===== config.mk =====
export PLATFORM = sky130hd
export DESIGN_NAME = branch_redirect_ctrl
export DESIGN_NICKNAME = d
export VERILOG_FILES = /design/src/rtl/branch_redirect_ctrl.sv
export SDC_FILE = /design/constraint.sdc
export NUM_CORES = 1
export LEC_CHECK = 0
export CORE_ASPECT_RATIO = 2
export CORE_MARGIN = 3
export CORE_UTILIZATION = 63
export DETAILED_ROUTE_END_ITERATION = 6
export DONT_BUFFER_PORTS = 1
export GPL_TIMING_DRIVEN = 0
export PLACE_DENSITY = 0.79
export SYNTH_ARGS = -nofsm -noshare
export SYNTH_HDL_FRONTEND = slang
export SYNTH_SLANG_ARGS = --single-unit

===== constraint.sdc =====
create_clock -name clk -period 10.27 [get_ports clk]
set_input_delay 1.027 -clock clk [delete_from_list [all_inputs] [get_ports clk]]
set_output_delay 1.027 -clock clk [all_outputs]
set_load 0.01 [all_outputs]

===== src/rtl/branch_redirect_ctrl.sv =====
// Branch/jump prediction recovery for the 5-stage RV32I pipeline: tracks ID predictions in order,
// checks them against EX resolution, drives redirect and flushes. Optional macro: BRANCH_PERF_CNT_EN.
module branch_redirect_ctrl #(
  parameter int unsigned DEPTH        = 4,
  parameter int unsigned FLUSH_CYCLES = 2
) (
  input  logic        clk,
  input  logic        rst_n,
  input  logic        id_push,
  input  logic [31:0] id_pc,
  input  logic        id_pred_taken,
  input  logic [31:0] id_pred_pc,
  input  logic        stall_in,
  input  logic        ex_resolve,
  input  logic [31:0] ex_pc,
  input  logic        ex_taken,
  input  logic [31:0] ex_target,
  input  logic [31:0] ex_pc4,
  output logic        stall_out,
  output logic        redirect_valid,
  output logic [31:0] redirect_pc,
  output logic        flush_if_id,
  output logic        flush_id_ex,
  output logic        sync_err
`ifdef BRANCH_PERF_CNT_EN
  ,
  output logic [31:0] perf_branches,
  output logic [31:0] perf_mispred
`endif
);

  localparam int unsigned PTR_W  = (DEPTH > 1) ? $clog2(DEPTH) : 1;
  localparam int unsigned CNT_W  = PTR_W + 1;
  localparam int unsigned FCNT_W = 3;
  localparam logic [CNT_W-1:0]  FULL_CNT  = CNT_W'(DEPTH);
  localparam logic [FCNT_W-1:0] FLUSH_LEN = FCNT_W'(FLUSH_CYCLES);

  typedef struct packed {
    logic [31:0] pc;
    logic        pred_taken;
    logic [31:0] pred_pc;
  } entry_t;

  typedef enum logic {IDLE, FLUSH} state_t;

  state_t            state;
  entry_t            mem [DEPTH];
  entry_t            head;
  logic [PTR_W-1:0]  wr_ptr;
  logic [PTR_W-1:0]  rd_ptr;
  logic [CNT_W-1:0]  count;
  logic [FCNT_W-1:0] flush_cnt;

  logic full;
  logic in_idle;
  logic push_ok;
  logic pop_ok;
  logic orphan;
  logic tag_err;
  logic mispredict;

  // Push/pop qualification and head comparison against the EX outcome
  always_comb begin
    full       = (count == FULL_CNT);
    in_idle    = (state == IDLE);
    stall_out  = full & id_push;
    push_ok    = id_push & ~stall_in & ~full & in_idle;
    pop_ok     = ex_resolve & in_idle & (count != '0);
    orphan     = ex_resolve & in_idle & (count == '0);
    head       = mem[rd_ptr];
    tag_err    = (head.pc != ex_pc);
    mispredict = pop_ok & ((head.pred_taken != ex_taken) |
                           (ex_taken & (head.pred_pc != ex_target)) |
                           tag_err);
  end

  // Entry storage needs no reset: validity is carried by count
  always_ff @(posedge clk) begin
    if (push_ok && !mispredict) begin
      mem[wr_ptr] <= '{pc: id_pc, pred_taken: id_pred_taken, pred_pc: id_pred_pc};
    end
  end

  always_ff @(posedge clk or negedge rst_n) begin
    if (!rst_n) begin
      state          <= IDLE;
      wr_ptr         <= '0;
      rd_ptr         <= '0;
      count          <= '0;
      flush_cnt      <= '0;
      redirect_valid <= 1'b0;
      redirect_pc    <= 32'h0;
      flush_if_id    <= 1'b0;
      flush_id_ex    <= 1'b0;
      sync_err       <= 1'b0;
    end else begin
      redirect_valid <= 1'b0;
      if (state == IDLE) begin
        if (orphan || (pop_ok && tag_err)) begin
          sync_err <= 1'b1;
        end
        if (mispredict) begin
          // Younger entries and any same-cycle push are wrong-path: drop everything
          redirect_valid <= 1'b1;
          redirect_pc    <= ex_taken ? ex_target : ex_pc4;
          wr_ptr         <= '0;
          rd_ptr         <= '0;
          count          <= '0;
          state          <= FLUSH;
          flush_cnt      <= FLUSH_LEN;
          flush_if_id    <= 1'b1;
          flush_id_ex    <= 1'b1;
        end else begin
          if (push_ok) wr_ptr <= wr_ptr + PTR_W'(1);
          if (pop_ok)  rd_ptr <= rd_ptr + PTR_W'(1);
          case ({push_ok, pop_ok})
            2'b10:   count <= count + CNT_W'(1);
            2'b01:   count <= count - CNT_W'(1);
            default: count <= count;
          endcase
        end
      end else begin
        if (flush_cnt <= FCNT_W'(1)) begin
          state       <= IDLE;
          flush_cnt   <= '0;
          flush_if_id <= 1'b0;
          flush_id_ex <= 1'b0;
        end else begin
          flush_cnt <= flush_cnt - FCNT_W'(1);
        end
      end
    end
  end

`ifdef BRANCH_PERF_CNT_EN
  // pop_ok and mispredict are already gated to IDLE, so FLUSH never counts
  always_ff @(posedge clk or negedge rst_n) begin
    if (!rst_n) begin
      perf_branches <= 32'h0;
      perf_mispred  <= 32'h0;
    end else begin
      if (pop_ok)     perf_branches <= perf_branches + 32'd1;
      if (mispredict) perf_mispred  <= perf_mispred + 32'd1;
    end
  end
`endif

endmodule


Word-level counts from Yosys, hierarchy flattened
Memory sizes are Yosys's and may differ from the RTL's.
Cells that the tools add are included.
{"block": "word_totals", "mem_count": 1, "ram_bits": 260, "rom_bits": 0, "inputBits": 167, "latch_bits": 0, "ff_bits": 46}
{"block": "classes", "n_mul": 0, "order_cmp": 1, "n_div": 0, "bitwise_logic": 14, "reduce_logical": 16, "n_addsub": 5, "shifts": 0, "muxes": 19, "eq_ne": 7}
{"name": "mem", "depth": 4, "width": 65, "rd": 1, "rd_clocked_by_memory_dff": 0, "wr": 1, "line_no": "47", "text": "entry_t mem [DEPTH];"}
{"cell": "32-bit != test", "count": 2}
{"cell": "32-bit two-way mux", "count": 1}
{"cell": "3-bit two-way mux", "count": 4}
{"cell": "2-bit AND reduction", "count": 6}
{"cell": "1-bit AND", "count": 9}
{"cell": "1-bit two-way mux", "count": 9}
{"cell": "2-bit two-way mux", "count": 4}
{"cell": "3-bit one-hot mux with 2 select lines", "count": 1}
{"cell": "2-bit nonzero test", "count": 3}
{"cell": "3-bit nonzero test", "count": 2}
{"cell": "3-bit by 1-bit subtractor with 3-bit output (second input constant)", "count": 2}
{"cell": "2-bit by 1-bit adder with 2-bit output (second input constant)", "count": 2}
{"cell": "3-bit by 1-bit adder with 3-bit output (second input constant)", "count": 1}
{"cell": "3-bit equality test (second input constant)", "count": 1}
{"cell": "3-bit by 1-bit less-or-equal comparator with 1-bit output (second input constant)", "count": 1}
{"cell": "3-bit zero test", "count": 1}
{"cell": "1-bit inverter", "count": 3}
{"cell": "2-bit by 1-bit equality test with 1-bit output (second input constant)", "count": 1}
{"cell": "2-bit equality test (second input constant)", "count": 1}
{"cell": "1-bit logical AND", "count": 2}
{"cell": "2-bit by 1-bit != test with 1-bit output (second input constant)", "count": 1}
{"cell": "1-bit OR", "count": 2}
{"cell": "1-bit zero test", "count": 1}
{"cell": "1-bit logical OR", "count": 1}
{"cell": "1-bit != test", "count": 1}

Logic depth before layout (Yosys ltp)
Gate-level depths: netlist of run 1.
An unclocked memory read counts as a cell.
{"block": "logic_depth", "ltp_word": 10, "depth_mapped": 12}

Least setup slack after synthesis of run 1
OpenSTA, ideal clock, no wires.
{"block": "synth_path", "path_kind": "input to register", "from": "input ex_taken", "to": "memory mem[0][0] (netlist name) (enable)", "t_arrival_ns": 7.188, "n_path_buf": 3, "path_slack_ns": 2.501, "setup_time_ns": 0.582, "stages": 10, "cell_sequence": "clkbuf_1 o311ai_0 a311oi_1 o211a_1 nand4_1 a21oi_2 nor2_1 buf_6 buf_2 nor3b_1"}
{"block": "synth_via", "elab_chain_cells": 8, "word_cells_on_any_way": 9, "classes_between": "eq/ne (1); mux (2); bitwise (4); reduce/logical (2)"}
{"element": "start: declaration", "line_no": "16", "text": "input logic ex_taken,"}
{"element": "1-bit != test / 1-bit AND (equally long branches)", "line_no": "72, 73"}
{"element": "1-bit OR *", "line_no": "72", "text": "mispredict = pop_ok & ((head.pred_taken != ex_taken) |"}
{"element": "1-bit OR *", "line_no": "73", "text": "(ex_taken & (head.pred_pc != ex_target)) |"}
{"element": "1-bit AND *", "line_no": "72"}
{"element": "1-bit zero test *", "line_no": "79", "text": "if (push_ok && !mispredict) begin"}
{"element": "1-bit logical AND *", "line_no": "79"}
{"element": "1-bit two-way mux *", "line_no": "79"}
{"element": "1-bit two-way mux (not written as such) *", "line_no": "80", "text": "mem[wr_ptr] <= '{pc: id_pc, pred_taken: id_pred_taken, pred_pc: id_pred_pc};"}
{"element": "end: declaration", "line_no": "47"}
Mark *: on every way between the ends. The rest lies on a longest branch, timed or not.

Final worst setup path of run 1
{"block": "layout_path", "from": "register rd_ptr[1]", "to": "memory mem[3][62] (netlist name) (enable)"}
{"block": "layout_via", "elab_chain_cells": 10, "word_cells_on_any_way": 12, "classes_between": "eq/ne (3); mux (2); bitwise (4); reduce/logical (2); memory (1)"}
{"element": "start: declaration", "line_no": "50", "text": "logic [PTR_W-1:0] rd_ptr;"}
{"element": "start signal: assignment", "line_no": "115", "text": "if (pop_ok) rd_ptr <= rd_ptr + PTR_W'(1);"}
{"element": "memory 4 x 65 bit *"}
{"element": "32-bit != test", "line_no": "73"}
{"element": "1-bit AND", "line_no": "73"}
{"element": "1-bit OR", "line_no": "72"}
{"element": "1-bit OR *", "line_no": "73"}
{"element": "1-bit AND *", "line_no": "72"}
{"element": "1-bit zero test *", "line_no": "79"}
{"element": "1-bit logical AND *", "line_no": "79"}
{"element": "1-bit two-way mux *", "line_no": "79"}
{"element": "1-bit two-way mux (not written as such) *", "line_no": "80"}
Marks and branches as above.

==> results of run 1 <==
power groups by stage:
stage | clock [W] | combinational (W) | sequential (W)
finish | 0.000910 | 0.000415 | 0.00161
global route | 0.000975 | 0.000449 | 0.00162
CTS | 0.000929 | 0.000419 | 0.00161
detailed placement | 0 | 0.000416 | 0.00164
global placement | 0 | 0.000363 | 0.00165
floorplan | 0 | 0.000304 | 0.00162
cell usage after synthesis (all sizes together) (5+ instances only):
| library cell | number | area share (%) |
|---|---|---|
| nand2 | 5 | 0.15 |
| nor2 | 15 | 0.45 |
| nand3 | 6 | 0.24 |
| xnor2 | 53 | 3.7 |
| clkbuf | 7 | 0.21 |
| xor2 | 15 | 1.0 |
| buf | 19 | 1.1 |
| mux2 | 66 | 6.2 |
| ha | 5 | 0.50 |
| mux2i | 14 | 1.1 |
| nand4 | 14 | 0.70 |
| inv | 10 | 0.30 |
| mux4 | 60 | 11 |
| dfrtp | 46 | 9.1 |
| edfxtp | 260 | 62 |
| a21oi | 5 | 0.23 |
flip-flops by register name (all words and copies together) (netlist names):
signal	count
mem	260
redirect_pc	32
count	3
flush_cnt	3
rd_ptr	2
wr_ptr	2
flush_id_ex	1
redirect_valid	1
state	1
sync_err	1
metrics by stage:
step,instance area (sq um),power (W)
2_1_floorplan,12600,0.00192
3_3_place_gp,12900,0.00201
3_5_place_dp,13300,0.00205
4_1_cts,14000,0.00296
5_1_grt,14000,0.00305
6_report,14000,0.00294
cell type report:
type	count	area [sq um]	share of cell area (%)
clock buffers	37	712	5.07
plain buffers	26	163	1.16
clock inverters	7	65.1	0.464
multi-input cells	297	3450	24.6
well taps	259	324	2.31
repair buffers	28	323	2.30
flip-flops and latches	306	8960	63.8
inverters	10	37.5	0.267
cells by family after synthesis:
group	synth area share, %
compound gates	1.34
mux	18.0
buf+inv	1.59
simple gates	2.48
xor+xnor	4.73
fa+ha+maj	0.656
flops	71.2
layer usage:
layer  part of all wire (%)  GRT usage [%]  vias to the layer above
li1                       -              -                     2633
met1                     32           27.1                     3222
met5                      0              0                        -
met3                    6.8           5.66                       51
met4                    2.9           9.50                        0
met2                     58           48.0                      253
worst paths after layout:
kind                              start         endpoint  cells past startpoint
max in group asynchronous         rst_n  redirect_pc[16]                      0
max reg2reg                   rd_ptr[1]       mem[3][62]                     15
min in group clk           flush_cnt[0]     flush_cnt[0]                      1
min reg2reg                flush_cnt[0]     flush_cnt[0]                      1
min                               rst_n  redirect_pc[13]                      0
max                           rd_ptr[1]       mem[3][62]                     15
==> out/metrics.csv, run 1 <==
stage,metric,value,unit
pwr,Net Sw Power,0.000720,W
global_route,first-pass GRT wire length,40300,um
placed_design,worst slack at placement,5120,ps
finish,share of layout cells above drive strength 1,29.3,%
timing,fin. max-slew vios,0,
finish,Final #Nets,866,
clocking,"Clk Latency, worst-skew pair",520,ps
critical_path,critical-path cell list,buf_2 > buf_2 > mux4_2 > xnor2_1 > nand4_1 > nor4_1 > nand4_1 > a21oi_2 > nor2_1 > buf_6 > buf_6 > nor3b_2 > buf_6 > buf_8 > buf_6,
yosys,Synth Cell Area,0.0126,sq mm
critical_path,critical path type,reg2reg,
timing,Setup Skew,15.2,ps
floorplanning,core area,0.0195,sq mm
yosys,Synth Area per Inst,19.7,sq um
finish,Filler Cells Inserted,1201,
detailed_routing,drt wl/cell,27.7,um
timing,Achievable Freq,198,MHz
critical_path,R2R Setup Slk,5230,ps
clocking,TritonCTS Buffers,24,
critical_path,crit-path leading delay family,simple AND/OR/NAND/NOR gates,
critical_path,CP Launch Type,flop,
timing,Final Critical Period,5040,ps
worst_hold_path,min-delay worst type,in2async,
floorplanning,Die X,106,um
timing,RSZ-0062 raised after global routing,false,
detailed_routing,via count,6159,
critical_path,CP required,10500,ps
floorplanning,# IOs,204,
critical_path,Crit Path Max Fanout,10,
detailed_routing,1st-pass router iterations,5,
yosys,"Seq/Total Area, Yosys",71.2,%
global_route,vias in the first global route,6975,
clocking,H-Tree Depth,1,
pwr,clock share of power,31.0,%
yosys,Post-Syn Nets,812,
finish,final core utilization,72.1,%
critical_path,CP Buf/Inv Count,7,
critical_path,CP dominant cell by count,buf_6,
clocking,post-CTS sizing,0,
pwr,P_leak,4.57,nW
clocking,post-CTS setup buffers,0,
timing,Worst-Margin Slew,861,ps
placed_design,port bufs,0,
yosys,"EDFF count, synth",260,
detailed_routing,initial DRC count,293,
placed_design,Detailed Place HPWL,20100,um
detailed_routing,Routed WL,26800,um
timing,worst hold slack,197,ps
clocking,# hold bufs at CTS,0,
yosys,Post-Syn Instances,639,
pwr,switch share,24.5,%
global_route,antenna violations before repair,0,
detailed_routing,DRC Markers,0,
finish,"commonest non-fill, non-tap cell in the layout",edfxtp_1,
detailed_routing,via density per instance,6.35,
pwr,Combinational Power Share,14.1,%
critical_path,slowest library cell on the worst path,nor3b_2,
global_route,total track usage,25.3,%
finish,diodes inserted,0,
floorplanning,row cnt,72,
clocking,clock root buffer,clkbuf_16,
timing,setup TNS,0,ps
pwr,Seq pwr share,54.9,%
clocking,CTS tree,built,
critical_path,CP endpoint kind,flop,
status,status,completed,
yosys,distinct cell type count after synthesis,42,
clocking,CTS max path bufs,3,
clocking,CTS sink count,306,
finish,highest-count cells in the layout ignoring fill and taps,"edfxtp_1, mux4_2, xnor2_1, mux2_2, dfrtp_1",
timing,Fin. Hold Viols,0,
placed_design,dpl cells,926,
finish,Layout Cells excl Fill,970,
floorplanning,die height,206,um
pwr,PwrDens,209,mW/mm^2
global_route,Overflow after GRT,0,
yosys,Synth Flop Type,edfxtp_1,
critical_path,max incr delay on CP,670,ps
yosys,Yosys warnings,0,
run,max_cap viols,0,
pwr,internal power,0.00222,W
global_route,pin count of the biggest net entering global routing,47,
timing,Tcrit/Tclk final,49.1,%
finish,"Area growth, synth to finish",11.5,%
detailed_routing,post-detailed-route count of antenna-violating nets,0,
timing,"Setup violations, final",0,
timing,setup ws final,5230,ps
floorplanning,initial core utilization,64.7,%
placed_design,GPL Wtd Cong,0.836,
yosys,#FFs+latches synth,306,
pwr,Max VDD drop,175,uV
critical_path,CP Data Arrival Time,5270,ps
yosys,"FFs w/ async S/R, synth",15.0,%
clocking,clock transition at the registers of the reported paths,70,ps
floorplanning,die area,0.0218,sq mm
timing,Worst slew margin,42.6,%
Power figures use the tool's default switching activity.
==> inputs of run 2 (changes only) <==
--- a/config.mk
+++ b/config.mk
@@ -7,11 +7,11 @@
 export LEC_CHECK = 0
 export CORE_ASPECT_RATIO = 2
 export CORE_MARGIN = 3
-export CORE_UTILIZATION = 63
+export CORE_UTILIZATION = 57
 export DETAILED_ROUTE_END_ITERATION = 6
 export DONT_BUFFER_PORTS = 1
 export GPL_TIMING_DRIVEN = 0
-export PLACE_DENSITY = 0.79
+export PLACE_DENSITY = 0.75
 export SYNTH_ARGS = -nofsm -noshare
 export SYNTH_HDL_FRONTEND = slang
 export SYNTH_SLANG_ARGS = --single-unit
==> constraint.sdc (replaced) <==
create_clock -name clk -period 4.16 [get_ports clk]
set_input_delay 0.416 -clock clk [delete_from_list [all_inputs] [get_ports clk]]
set_output_delay 0.416 -clock clk [all_outputs]
set_load 0.01 [all_outputs]
==> run 2 against run 1 <==
Compared with the run above:
- design area grew 8.4%
- via count grew 5.0%
- fmax grew 25%
- sequential power grew 150%
- register-to-register slack lost 5100 ps
- largest power group unchanged
- highest routed layer unchanged
==> out/metrics.csv, run 2 (synthesis results as in run 1) <==
stage,metric,value,unit,change
detailed_routing,post-detailed-route count of antenna-violating nets,0,,unchanged
floorplanning,die height,216,um,+5.0%
timing,Achievable Freq,249,MHz,+25%
pwr,PwrDens,508,mW/mm^2,+140%
pwr,P_leak,5.07,nW,+11%
finish,multi-input logic area,0.00349,sq mm,+1.2%
finish,"Area growth, synth to finish",20.8,%,
critical_path,CP Buf/Inv Count,7,,unchanged
detailed_routing,initial DRC count,441,,+51%
critical_path,max incr delay on CP,530,ps,-140 ps
clocking,clock transition at the registers of the reported paths,70,ps,about the same
detailed_routing,drt wl/cell,26.7,um,-3.4%
timing,Tcrit/Tclk final,96.6,%,+48 points
detailed_routing,Routed WL,28600,um,+6.5%
finish,"commonest non-fill, non-tap cell in the layout",edfxtp_1,,
finish,flip-flop and latch area,0.00896,sq mm,unchanged
floorplanning,Die X,111,um,+4.8%
finish,Largest register FFs,260,,unchanged
detailed_routing,DRC Markers,0,,unchanged
clocking,TritonCTS Buffers,26,,+8.3%
clocking,CTS sink count,306,,unchanged
worst_hold_path,min-delay worst type,in2reg,,
finish,Filler Cells Inserted,1359,,+13%
critical_path,Crit. Startpoint,rd_ptr[0],,
critical_path,CP dominant cell by count,buf_12,,
critical_path,CP Data Arrival Time,4250,ps,-1020 ps
timing,Final Critical Period,4020,ps,-1020 ps
clocking,"Clk Latency, worst-skew pair",530,ps,about the same
global_route,antenna violations before repair,2,,+2
critical_path,CP endpoint kind,flop,,
placed_design,worst slack at placement,-976,ps,-6100 ps
clocking,CTS max path bufs,3,,unchanged
run,max_cap viols,0,,unchanged
clocking,H-Tree Depth,1,,unchanged
floorplanning,initial core utilization,58.3,%,-6.4 points
global_route,first-pass GRT wire length,43700,um,+8.4%
floorplanning,core area,0.0216,sq mm,+11%
critical_path,slowest library cell on the worst path,mux4_2,,
finish,Final #Nets,949,,+9.6%
placed_design,Detailed Place HPWL,20000,um,-0.67%
finish,share of layout cells above drive strength 1,29.3,%,+0.054 points
placed_design,port bufs,0,,unchanged
floorplanning,# IOs,204,,unchanged
timing,Fin. Hold Viols,0,,unchanged
clocking,clock root buffer,clkbuf_16,,
floorplanning,row cnt,76,,+5.6%
critical_path,critical-path cell list,buf_12 > buf_12 > buf_4 > mux4_2 > xnor2_1 > nand3_1 > nor3_1 > nand4_1 > a21oi_2 > nor2_1 > buf_6 > buf_8 > nor3b_4 > buf_4 > buf_12,,
global_route,total track usage,24.3,%,-0.96 points
timing,setup TNS,0,ps,unchanged
timing,Setup Skew,16.1,ps,+0.850 ps
timing,Worst-Margin Slew,870,ps,+8.96 ps
pwr,Max VDD drop,386,uV,+120%
critical_path,critical path type,reg2reg,,
detailed_routing,via density per instance,6.05,,-4.8%
detailed_routing,via count,6470,,+5.0%
critical_path,CP required,4390,ps,-6110 ps
critical_path,reg2reg start,rd_ptr[0],,
timing,Worst slew margin,42.0,%,-0.60 points
finish,highest-count cells in the layout ignoring fill and taps,"edfxtp_1, dlygate4sd3_1, mux4_2, xnor2_1, mux2_2",,
global_route,Overflow after GRT,0,,unchanged
critical_path,CP Launch Type,flop,,
global_route,pin count of the biggest net entering global routing,47,,unchanged
critical_path,Crit Path Max Fanout,17,,+7
timing,fin. max-slew vios,0,,unchanged
status,status,completed,,
global_route,vias in the first global route,7433,,+6.6%
finish,largest reg by FF count,mem,,
worst_hold_path,Hold Startpoint,ex_pc4[29],,
placed_design,GPL Wtd Cong,0.757,,-9.4%
timing,"Setup violations, final",0,,unchanged
critical_path,crit-path leading delay family,buffers and inverters,,
detailed_routing,1st-pass router iterations,6,,+1
timing,setup ws final,140,ps,-5090 ps
floorplanning,die area,0.0240,sq mm,+10%
clocking,CTS tree,built,,
finish,top flop regs,"mem x260, redirect_pc x32",,
timing,RSZ-0062 raised after global routing,false,,
-- run 2: changes by cell type in the layout (fill, tap and decap cells not counted), moves of 4 or more --
cell | before | now
dlygate4sd3_1 | 0 | 66
buf_4 | 2 | 27
buf_6 | 32 | 8
buf_12 | 0 | 12
clkbuf_1 | 16 | 6
buf_2 | 10 | 4
buf_16 | 0 | 5
clkinv_1 | 0 | 5
buf_8 | 2 | 6
bufinv_16 | 1 | 5
nor3b_2 | 4 | 0
nor3b_4 | 0 | 4
-- run 2: per-layer routing --
layer / vias to the layer above / wire length, um / share of wire, % / global-route usage [%]
li1: 2814 / - / - / -
met1: 3306 / 9490 / 33 / 26.7
met2: 270 / 16000 / 56 / 45.2
met3: 80 / 1530 / 5.3 / 4.02
met4: 0 / 1550 / 5.4 / 11.9
met5: - / 0 / 0 / 0
-- run 2: metrics by stage --
step | power, W | instance area, sq um | hold WS (ps) | instances | util (%)
after floorplan | 0.00476 | 12700 | 120 | 639 | -
after global placement | 0.00496 | 13000 | 121 | 912 | 60.3
after detailed placement | 0.00510 | 13300 | 122 | 928 | 61.6
after CTS | 0.00778 | 15200 | 119 | 1068 | 70.4
after global routing | 0.00802 | 15200 | 124 | 1070 | 70.5
final | 0.00773 | 15200 | 144 | 1070 | 70.5
-- run 2: what timing repair did --
action                                 CTS  global route
endpoints found under the hold margin  306             0
setup endpoints to repair              260           250
buffers inserted                        26             0
resized for setup                       20             4
gates cloned                             0             0
hold buffers                            67             0
pin swaps                                7             5
-- run 2: cell type report --
type	count	share of cell area [%]
sequential	306	58.9
multi-input combinational	297	23.0
timing repair buffer	109	8.13
clock buffer	27	4.44
tap	273	2.25
clock inverter	20	1.53
buffer	26	1.52
inverter	10	0.247
antenna	2	0.0329
-- run 2: path summary, 6_finish.rpt --
check / endpoint / slack (ps) / cells after the start
min in group asynchronous: redirect_pc[12] / 380 / 2
max in group asynchronous: redirect_pc[5] / 3540 / 2
hold reg to reg: flush_cnt[0] / 500 / 1
setup reg to reg: mem[3][6] / 140 / 15
hold / removal: redirect_pc[29] / 140 / 2
setup / recovery: mem[3][6] / 140 / 15
-- run 2: power breakdown --
group / switching (W) / internal, W
clock network: 0.00106 / 0.00149
registers: 0.000277 / 0.00370
logic: 0.000586 / 0.000613
total: 0.00192 / 0.00581
==> inputs of run 3 (changes only) <==
--- a/config.mk
+++ b/config.mk
@@ -7,11 +7,11 @@
 export LEC_CHECK = 0
 export CORE_ASPECT_RATIO = 2
 export CORE_MARGIN = 3
-export CORE_UTILIZATION = 57
+export CORE_UTILIZATION = 45
 export DETAILED_ROUTE_END_ITERATION = 6
 export DONT_BUFFER_PORTS = 1
 export GPL_TIMING_DRIVEN = 0
-export PLACE_DENSITY = 0.75
+export PLACE_DENSITY = 0.62
 export SYNTH_ARGS = -nofsm -noshare
 export SYNTH_HDL_FRONTEND = slang
 export SYNTH_SLANG_ARGS = --single-unit
==> run 3 against run 2 <==
Compared with the run above:
- first-iteration DRC count down 19%
- combinational power about the same
- fmax up 0.76%
- register-to-register slack better by 30 ps
- sequential share of layout area down 0.69 points
- clock skew down 1.0 ps
- cell count up 7.9%
- critical path depth down 1
- via count down 0.65%
- design area up 1.2%
- count of clock-buffer cells in the layout up 3
- flip-flop and latch count unchanged
- largest power group unchanged
==> out/metrics.csv, run 3 (synthesis results as in run 1) <==
stage,metric,value,unit,change
timing,Final Critical Period,3990,ps,-30.2 ps
placed_design,GPL Wtd Cong,0.778,,+2.8%
finish,Final #Nets,952,,+0.32%
global_route,first-pass GRT wire length,45300,um,+3.7%
placed_design,worst slack at placement,-950,ps,+26.4 ps
detailed_routing,initial DRC count,357,,-19%
global_route,vias in the first global route,7395,,-0.51%
finish,"Area growth, synth to finish",22.3,%,
timing,Fin. Hold Viols,0,,unchanged
timing,Tcrit/Tclk final,95.9,%,-0.73 points
detailed_routing,via count,6428,,-0.65%
critical_path,CP Launch Type,flop,,
clocking,CTS tree,built,,
clocking,clock root buffer,clkbuf_16,,
floorplanning,Die X,124,um,+12%
clocking,TritonCTS Buffers,27,,+3.8%
critical_path,critical path type,reg2reg,,
timing,RSZ-0062 raised after global routing,false,,
global_route,Overflow after GRT,0,,unchanged
timing,Worst slew margin,40.0,%,-2.0 points
detailed_routing,DRC Markers,0,,unchanged
status,status,completed,,
pwr,Max VDD drop,425,uV,+9.9%
floorplanning,initial core utilization,45.7,%,-13 points
finish,largest reg by FF count,mem,,
detailed_routing,Routed WL,29700,um,+3.9%
floorplanning,# IOs,204,,unchanged
detailed_routing,post-detailed-route count of antenna-violating nets,0,,unchanged
finish,share of layout cells above drive strength 1,30.1,%,+0.82 points
critical_path,CP Data Arrival Time,4240,ps,about the same
timing,setup ws final,170,ps,+30.2 ps
clocking,clock transition at the registers of the reported paths,70,ps,about the same
placed_design,Detailed Place HPWL,21000,um,+5.1%
global_route,total track usage,20.0,%,-4.3 points
timing,setup TNS,0,ps,unchanged
critical_path,Crit Path Max Fanout,10,,-7
detailed_routing,drt wl/cell,25.8,um,-3.6%
run,max_cap viols,0,,unchanged
finish,Largest register FFs,260,,unchanged
finish,"commonest non-fill, non-tap cell in the layout",edfxtp_1,,
floorplanning,row cnt,86,,+13%
pwr,PwrDens,498,mW/mm^2,-2.1%
critical_path,CP required,4410,ps,+20 ps
timing,fin. max-slew vios,0,,unchanged
pwr,P_leak,5.11,nW,+0.80%
timing,Worst-Margin Slew,900,ps,+30.4 ps
critical_path,CP endpoint kind,flop,,
critical_path,reg2reg start,rd_ptr[0],,
timing,Achievable Freq,251,MHz,+0.76%
clocking,H-Tree Depth,1,,unchanged
floorplanning,die area,0.0301,sq mm,+26%
floorplanning,core area,0.0275,sq mm,+28%
finish,highest-count cells in the layout ignoring fill and taps,"edfxtp_1, dlygate4sd3_1, mux4_2, xnor2_1, mux2_2",,
floorplanning,die height,243,um,+12%
pwr,Pwr Total,0.00766,W,-0.89%
timing,Setup Skew,15.0,ps,-1.02 ps
clocking,"Clk Latency, worst-skew pair",550,ps,+20 ps
global_route,antenna violations before repair,2,,unchanged
clocking,CTS max path bufs,3,,unchanged
detailed_routing,1st-pass router iterations,6,,unchanged
clocking,CTS sink count,306,,unchanged
timing,"Setup violations, final",0,,unchanged
worst_hold_path,min-delay worst type,in2reg,,
worst_hold_path,Hold Startpoint,ex_pc4[0],,
placed_design,port bufs,0,,unchanged
finish,top flop regs,"mem x260, redirect_pc x32",,
critical_path,Crit. Startpoint,rd_ptr[0],,
detailed_routing,via density per instance,5.57,,-7.9%
global_route,pin count of the biggest net entering global routing,47,,unchanged
## run 3: layer usage
metal / share of wire, % / GRT usage (%) / vias to the layer above
met3: 4.9 / 3.84 / 52
met4: 3.7 / 8.23 / 0
li1: - / - / 2830
met1: 33 / 20.9 / 3333
met2: 58 / 38.4 / 213
met5: 0 / 0 / -
## run 3: layout make-up
class                      instances  area [sq um]
antenna                            2          5.00
sequential                       306          8960
clock buffer                      30           687
timing repair buffer             111          1310
buffer                            26           249
fill                            2163         12200
tap                              352           440
clock inverter                    20           195
inverter                          10          37.5
multi-input combinational        297          3510
## run 3: final timing paths
check,depth (start not counted),slack (ps),end
worst max register to register,14,170,mem[3][18]
worst max-delay path,14,170,mem[3][18]
worst min-delay path,2,140,redirect_pc[0]
max in group asynchronous,2,3540,rd_ptr[1]
worst min register to register,1,500,flush_cnt[0]
min in group asynchronous,2,400,flush_cnt[2]
## run 3: metrics by stage
stage               hold slack, ps  cell area, sq um  utilization [%]  std cells
floorplan                      120             12700                -        639
global placement               122             13100             47.6        991
detailed placement             122             13500             49.0       1009
CTS                            108             15400             55.8       1153
global route                   117             15400             55.9       1154
finish                         136             15400             55.9       1154
## run 3: power breakdown
| group | switching (W) | internal (W) | total (W) |
|---|---|---|---|
| registers | 0.000271 | 0.00370 | 0.00397 |
| clock network | 0.00109 | 0.00139 | 0.00248 |
| logic | 0.000585 | 0.000621 | 0.00121 |
| total | 0.00195 | 0.00571 | 0.00766 |
## run 3: repair_timing
action                     4_1_cts  5_1_grt
hold buffers                    67        0
setup endpoints to repair      260       38
pin swaps                        7        5
buffers inserted                27        0
hold endpoints to repair       306        0
cloned                           1        0
gates resized for setup         18        6
## run 3: worst max-delay path, stage by stage (launching register included)
cell	delay, ps
dfrtp_1	400
buf_12	150
buf_16	150
mux4_2	540
xnor2_2	160
nand4_1	330
nor4_4	330
nand4_1	250
a21oi_2	200
nor2_1	80
buf_6	140
buf_8	150
nor3b_4	310
buf_16	180
bufbuf_16	280
